`config.mk`:
```
export PLATFORM = sky130hd
export DESIGN_NAME = tex_packer_flat
export DESIGN_NICKNAME = d
export VERILOG_FILES = /design/src/rtl/tex_packer_if.sv /design/src/rtl/tex_packer.sv /design/src/flat_wrapper.sv
export SDC_FILE = /design/constraint.sdc
export NUM_CORES = 1
export LEC_CHECK = 0
export ABC_AREA = 1
export BUFFER_PORTS_ARGS = -buffer_cell sky130_fd_sc_hd__buf_2
export CAP_MARGIN = 20
export CORE_MARGIN = 5
export CORE_UTILIZATION = 37
export CTS_CLUSTER_SIZE = 14
export DETAILED_ROUTE_END_ITERATION = 6
export SYNTH_ARGS = -nofsm -noshare
export SYNTH_HDL_FRONTEND = slang
export SYNTH_SLANG_ARGS = --single-unit
```
`constraint.sdc`:
```
create_clock -name clk -period 2 [get_ports clk]
set_input_delay 0.4 -clock clk [delete_from_list [all_inputs] [get_ports clk]]
set_output_delay 0.4 -clock clk [all_outputs]
set_load 0.05 [all_outputs]
```
`src/rtl/tex_packer_if.sv`:
```
// Handshake and write-port bundle for tex_packer.
//   in_char/in_eol/in_valid/in_ready : character stream with valid/ready handshake
//   mem_we/mem_addr/mem_din          : packed-word write port to the line memory
//   ptr_we/ptr_line/ptr_addr         : per-line start-address table write port
//   lines/overflow                   : completed line count, sticky capacity flag
// master = character source / table consumer, slave = the packer.
interface tex_packer_if #(
    parameter int ADDR_W = 8,
    parameter int LINE_W = 6
);
    logic [7:0]        in_char;
    logic              in_eol;
    logic              in_valid;
    logic              in_ready;
    logic              mem_we;
    logic [ADDR_W-1:0] mem_addr;
    logic [15:0]       mem_din;
    logic              ptr_we;
    logic [LINE_W-1:0] ptr_line;
    logic [15:0]       ptr_addr;
    logic [LINE_W:0]   lines;
    logic              overflow;

    modport master (
        output in_char, in_eol, in_valid,
        input  in_ready, mem_we, mem_addr, mem_din,
        input  ptr_we, ptr_line, ptr_addr, lines, overflow
    );

    modport slave (
        input  in_char, in_eol, in_valid,
        output in_ready, mem_we, mem_addr, mem_din,
        output ptr_we, ptr_line, ptr_addr, lines, overflow
    );
endinterface

```
`src/rtl/tex_packer.sv`:
```
// Writer side of the packed-ASCII store. Packs a byte stream two characters per
// 16-bit word (high byte first), NUL-terminates each line and emits one
// pointer-table write per line holding the line's start word address.
// Ports:
//   clk    : clock
//   rst_n  : synchronous active-low reset
//   bus    : tex_packer_if.slave (character handshake, memory and pointer
//            write strobes, line count, sticky overflow)
module tex_packer #(
    parameter int ADDR_W = 8,
    parameter int LINE_W = 6
) (
    input  logic         clk,
    input  logic         rst_n,
    tex_packer_if.slave  bus
);
    typedef enum logic [1:0] {HI, LO, TERM, FULL} state_t;

    state_t            state;
    logic [ADDR_W:0]   wptr;        // one extra bit: set means memory exhausted
    logic [7:0]        hold;
    logic              line_start;  // next accepted char opens a new line
    logic              mem_full;
    logic              tab_full;

    assign bus.in_ready = (state == HI) || (state == LO);
    assign mem_full     = wptr[ADDR_W];
    assign tab_full     = bus.lines[LINE_W];

    always_ff @(posedge clk) begin
        if (!rst_n) begin
            state        <= HI;
            wptr         <= '0;
            hold         <= '0;
            line_start   <= 1'b1;
            bus.mem_we   <= 1'b0;
            bus.mem_addr <= '0;
            bus.mem_din  <= '0;
            bus.ptr_we   <= 1'b0;
            bus.ptr_line <= '0;
            bus.ptr_addr <= '0;
            bus.lines    <= '0;
            bus.overflow <= 1'b0;
        end else begin
            bus.mem_we <= 1'b0;
            bus.ptr_we <= 1'b0;
            case (state)
                HI: begin
                    if (bus.in_valid) begin
                        if (line_start && tab_full) begin
                            bus.overflow <= 1'b1;
                            state        <= FULL;
                        end else if (bus.in_eol && mem_full) begin
                            bus.overflow <= 1'b1;
                            state        <= FULL;
                        end else begin
                            hold <= bus.in_char;
                            if (line_start) begin
                                bus.ptr_we   <= 1'b1;
                                bus.ptr_line <= bus.lines[LINE_W-1:0];
                                bus.ptr_addr <= 16'(wptr);
                            end
                            if (bus.in_eol) begin
                                // odd-length line: NUL rides in the low byte
                                bus.mem_we   <= 1'b1;
                                bus.mem_addr <= wptr[ADDR_W-1:0];
                                bus.mem_din  <= {bus.in_char, 8'h00};
                                wptr         <= wptr + 1'b1;
                                bus.lines    <= bus.lines + 1'b1;
                                line_start   <= 1'b1;
                                state        <= HI;
                            end else begin
                                line_start <= 1'b0;
                                state      <= LO;
                            end
                        end
                    end
                end
                LO: begin
                    if (bus.in_valid) begin
                        if (mem_full) begin
                            bus.overflow <= 1'b1;
                            state        <= FULL;
                        end else begin
                            bus.mem_we   <= 1'b1;
                            bus.mem_addr <= wptr[ADDR_W-1:0];
                            bus.mem_din  <= {hold, bus.in_char};
                            wptr         <= wptr + 1'b1;
                            state        <= bus.in_eol ? TERM : HI;
                        end
                    end
                end
                TERM: begin
                    // even-length line: dedicated all-NUL terminator word
                    if (mem_full) begin
                        bus.overflow <= 1'b1;
                        state        <= FULL;
                    end else begin
                        bus.mem_we   <= 1'b1;
                        bus.mem_addr <= wptr[ADDR_W-1:0];
                        bus.mem_din  <= 16'h0000;
                        wptr         <= wptr + 1'b1;
                        bus.lines    <= bus.lines + 1'b1;
                        line_start   <= 1'b1;
                        state        <= HI;
                    end
                end
                default: state <= FULL;
            endcase
        end
    end
endmodule

```
`src/flat_wrapper.sv`:
```
// flat-port wrapper written by rule: the top's interface ports become plain ports
module tex_packer_flat 
#(
    parameter int ADDR_W = 8,
    parameter int LINE_W = 6
)
  (clk, rst_n, bus_in_char, bus_in_eol, bus_in_valid, bus_in_ready, bus_mem_we, bus_mem_addr, bus_mem_din, bus_ptr_we, bus_ptr_line, bus_ptr_addr, bus_lines, bus_overflow);
  tex_packer_if #(.ADDR_W(ADDR_W), .LINE_W(LINE_W)) bus_i ();
  input  logic clk;
  input  logic rst_n;
  input wire logic [$bits(bus_i.in_char)-1:0] bus_in_char;
  input wire logic [$bits(bus_i.in_eol)-1:0] bus_in_eol;
  input wire logic [$bits(bus_i.in_valid)-1:0] bus_in_valid;
  output wire logic [$bits(bus_i.in_ready)-1:0] bus_in_ready;
  output wire logic [$bits(bus_i.mem_we)-1:0] bus_mem_we;
  output wire logic [$bits(bus_i.mem_addr)-1:0] bus_mem_addr;
  output wire logic [$bits(bus_i.mem_din)-1:0] bus_mem_din;
  output wire logic [$bits(bus_i.ptr_we)-1:0] bus_ptr_we;
  output wire logic [$bits(bus_i.ptr_line)-1:0] bus_ptr_line;
  output wire logic [$bits(bus_i.ptr_addr)-1:0] bus_ptr_addr;
  output wire logic [$bits(bus_i.lines)-1:0] bus_lines;
  output wire logic [$bits(bus_i.overflow)-1:0] bus_overflow;
  assign bus_i.in_char = bus_in_char;
  assign bus_i.in_eol = bus_in_eol;
  assign bus_i.in_valid = bus_in_valid;
  assign bus_in_ready = bus_i.in_ready;
  assign bus_mem_we = bus_i.mem_we;
  assign bus_mem_addr = bus_i.mem_addr;
  assign bus_mem_din = bus_i.mem_din;
  assign bus_ptr_we = bus_i.ptr_we;
  assign bus_ptr_line = bus_i.ptr_line;
  assign bus_ptr_addr = bus_i.ptr_addr;
  assign bus_lines = bus_i.lines;
  assign bus_overflow = bus_i.overflow;
  tex_packer #(.ADDR_W(ADDR_W), .LINE_W(LINE_W)) u_core (.clk(clk), .rst_n(rst_n), .bus(bus_i));
endmodule
```
==> parameters.txt <==
Parameter                              Value

Drt
  Starting DRT DRC Count ... 109
  Routed len/inst ... 12.0 µm
  DR vias/cell ... 4.69
  Number of optimization iterations in the first detailed-route pass ... 4
  Antenna viol nets, final ... 0
  Post-detailed-route DRC marker count ... 0
  Total wire length after detailed routing ... 7370 µm
  Count of vias placed by the detailed router ... 2883

STA
  Final critical delay including setup and external delays ... 1.89 ns
  RSZ-0062 raised after global routing ... false
  Period utilisation layout ... 0.945
  Setup-violating endpoint count in the final report ... 0
  Final Hold Vio Count ... 0
  Final total negative setup slack ... 0 ns
  Achievable Freq ... 529 MHz
  Count of final max-slew check failures ... 0
  Worst clock skew ... 0.00875 ns

Clocking
  Clock transition time at the flip-flop clock pins of the worst setup and hold paths ... 0.07 ns
  Maximum count of clock buffers along a single path ... 2
  Number of clock sinks ... 69
  Number of buffers created by CTS ... 9
  Setup fix buffers added after clock tree synthesis ... 0
  Depth of the CTS H-tree ... 3
  TritonCTS clock tree ... yes
  Clock latency on the worst-skew pair ... 0.34 ns
  CTS Root Cell ... sky130_fd_sc_hd__clkbuf_8

Setup path
  Worst EP arrival ... 1.49 ns
  Critical path capture point type ... output port
  Launching element type of the critical path ... flip-flop
  Worst R2R Path Depth ... 8
  Required time of the critical path ... 1.60 ns
  Register-to-register setup slack ... 0.23 ns
  Worst setup path class ... flip-flop to output port
  Largest fanout on the critical path ... 7

Synthesis
  Synthesized netlist cell count ... 444
  Unique masters post-synth ... 30
  Mean cell area of the mapped netlist ... 6.99 µm²
  Register area share after synthesis ... 0.445
  Synthesized cell area ... 3100 µm²
  Number of flip-flops and latches in the synthesized netlist ... 69
  YS warnings ... 0

Final layout
  Diodes inserted ... 0
  Final net count ... 524
  Layout area overhead ... 19.8%
  Core occupancy in the finished layout ... 0.454
  Final std cell area, no fill ... 3710 µm²
  Share of post-route cells with drive strength above 1 ... 0.202
  Number of fill cells ... 847

Global routing
  Number of global-route vias before repair ... 2813
  Total overflow reported by the global router ... 0
  Maximum number of pins on one net before global-route repair ... 37
  Tot GR Track Use ... 0.156
  Number of antenna violations at the first check in global routing ... 0
  Wire length of the first global-routing pass ... 12900 µm

Hold path
  Kind of path behind the tightest hold check ... input pin to flip-flop
  Hold path cells ... 3

Pwr
  Final Power ... 0.00696 W
  Worst-case vdd ir drop ... 0.000807 V
  Cell area power density ... 1870 nW/µm²
  Leakage ... 1.80 nW

Floorplan
  Chip Height ... 102 µm
  Floorplan die width ... 102 µm
  Std cell rows ... 33
  Overall die area ... 10300 µm²
  I/O pin total ... 69
  Initial Util ... 0.379
  Placeable core region ... 8180 µm²

Place
  Post-Place Cell Area ... 3470 µm²
  GP Congestion ... 0.811
  Count of input and output buffers ... 61
  Detailed placer's ending HPWL ... 5260 µm

Status
  Status ... finished, final reports clean

Run
  Reported max-cap violation count ... 0
## cell type report
class                   instances  area (µm²)  share of cell area
multi-input cells             317        1460               0.392
flip-flops and latches         69        1380               0.372
repair buffers                 70         373               0.100
inverters                      38         148              0.0397
clock buffers                  10         138              0.0370
well taps                     105         131              0.0354
clock inverters                 6        86.3              0.0232
## power by group
group          total (W)  internal, W  switching (W)
clock network    0.00127     0.000734       0.000537
registers        0.00205      0.00182       0.000234
logic            0.00364     0.000921        0.00272
total            0.00696      0.00347        0.00349
## worst paths after layout
path                                      end                              from
max reg2reg       u_core.wptr[8]$_SDFFE_PN0P_       u_core.wptr[0]$_SDFFE_PN0P_
max                              bus_in_ready      u_core.state[1]$_SDFFE_PN0P_
min reg2reg  u_core.bus.overflow$_SDFFE_PN0P_  u_core.bus.overflow$_SDFFE_PN0P_
min               u_core.hold[2]$_SDFFE_PN0P_                    bus_in_char[2]
## state kept, by name (all words and copies together), names as in the netlist
signal,flops
u_core.wptr,9
u_core.bus.ptr_line,6
u_core.bus.mem_we,1
u_core.state,2
u_core.bus.mem_din,16
u_core.hold,8
u_core.bus.ptr_we,1
u_core.bus.mem_addr,8
u_core.bus.lines,7
u_core.bus.overflow,1
u_core.line_start,1
u_core.bus.ptr_addr,9
## cells in the final DEF, fill, tap and decap left out, drive strengths merged
master,instances
clkbuf,10
inv,37
buf,70
ha,7
o21bai,1
a21oi,21
clkinv,4
nand3b,2
dfxtp,69
conb,7
nand4,6
nor2,107
a31oi,1
o22ai,2
nand2,87
nand3,19
o211ai,1
nor3,3
o21a,1
o21ai,52
bufinv,2
clkinvlp,1
## critical path, cell delays in order (launching register included)
cell	delay [ns]
sky130_fd_sc_hd__dfxtp_1	0.34
sky130_fd_sc_hd__inv_1	0.11
sky130_fd_sc_hd__ha_2	0.26
sky130_fd_sc_hd__nor2_1	0.08
sky130_fd_sc_hd__inv_1	0.09
sky130_fd_sc_hd__buf_2	0.27
## metal layers
metal  GRT usage  share of wire
met5           0              0
met2       0.252           0.45
met4      0.0542          0.013
met3      0.0551          0.072
met1       0.194           0.47
## synth_stat cells (all sizes together)
| library cell | number | area share |
|---|---|---|
| nand3b | 2 | 0.0048 |
| buf | 21 | 0.045 |
| o211ai | 1 | 0.0024 |
| inv | 37 | 0.045 |
| o21ai | 52 | 0.084 |
| o21bai | 1 | 0.0036 |
| nand4 | 6 | 0.014 |
| ha | 7 | 0.028 |
| nand3 | 19 | 0.032 |
| o22ai | 2 | 0.0040 |
| clkbuf | 5 | 0.0061 |
| conb | 1 | 0.0012 |
| nand2 | 87 | 0.11 |
| nor3 | 3 | 0.0048 |
| dfxtp | 69 | 0.45 |
| clkinv | 1 | 0.0012 |
| a31oi | 1 | 0.0020 |
| a21oi | 21 | 0.034 |
| nor2 | 107 | 0.13 |
| o21a | 1 | 0.0024 |
## cell families (layout without fill, tap and decap cells)
family | count (synthesis) | after routing | synth area share
AOI/OAI and AO/OA | 79 | 79 | 0.132
adders and majority gates | 7 | 7 | 0.0282
buffers and inverters | 64 | 124 | 0.0972
DFF | 69 | 69 | 0.445
other | 1 | 7 | 0.00121
and+or+nand+nor | 224 | 224 | 0.296
## repair_timing
action	in CTS	in global routing
hold endpoints to repair	0	0
gates cloned	0	0
hold buffers	0	0
gates resized for setup	1	6
endpoints found under the setup margin	2	19
## through the flow
stage                     hold slack, ns  worst slack [ns]  instances
after floorplan                    0.430             0.386        450
after global placement             0.442             0.111        599
after detailed placement           0.449           0.00176        599
after CTS                          0.313            0.0437        615
after global routing               0.340           0.00285        615
final                              0.337             0.109        615
(Power assumes the default switching activity.)
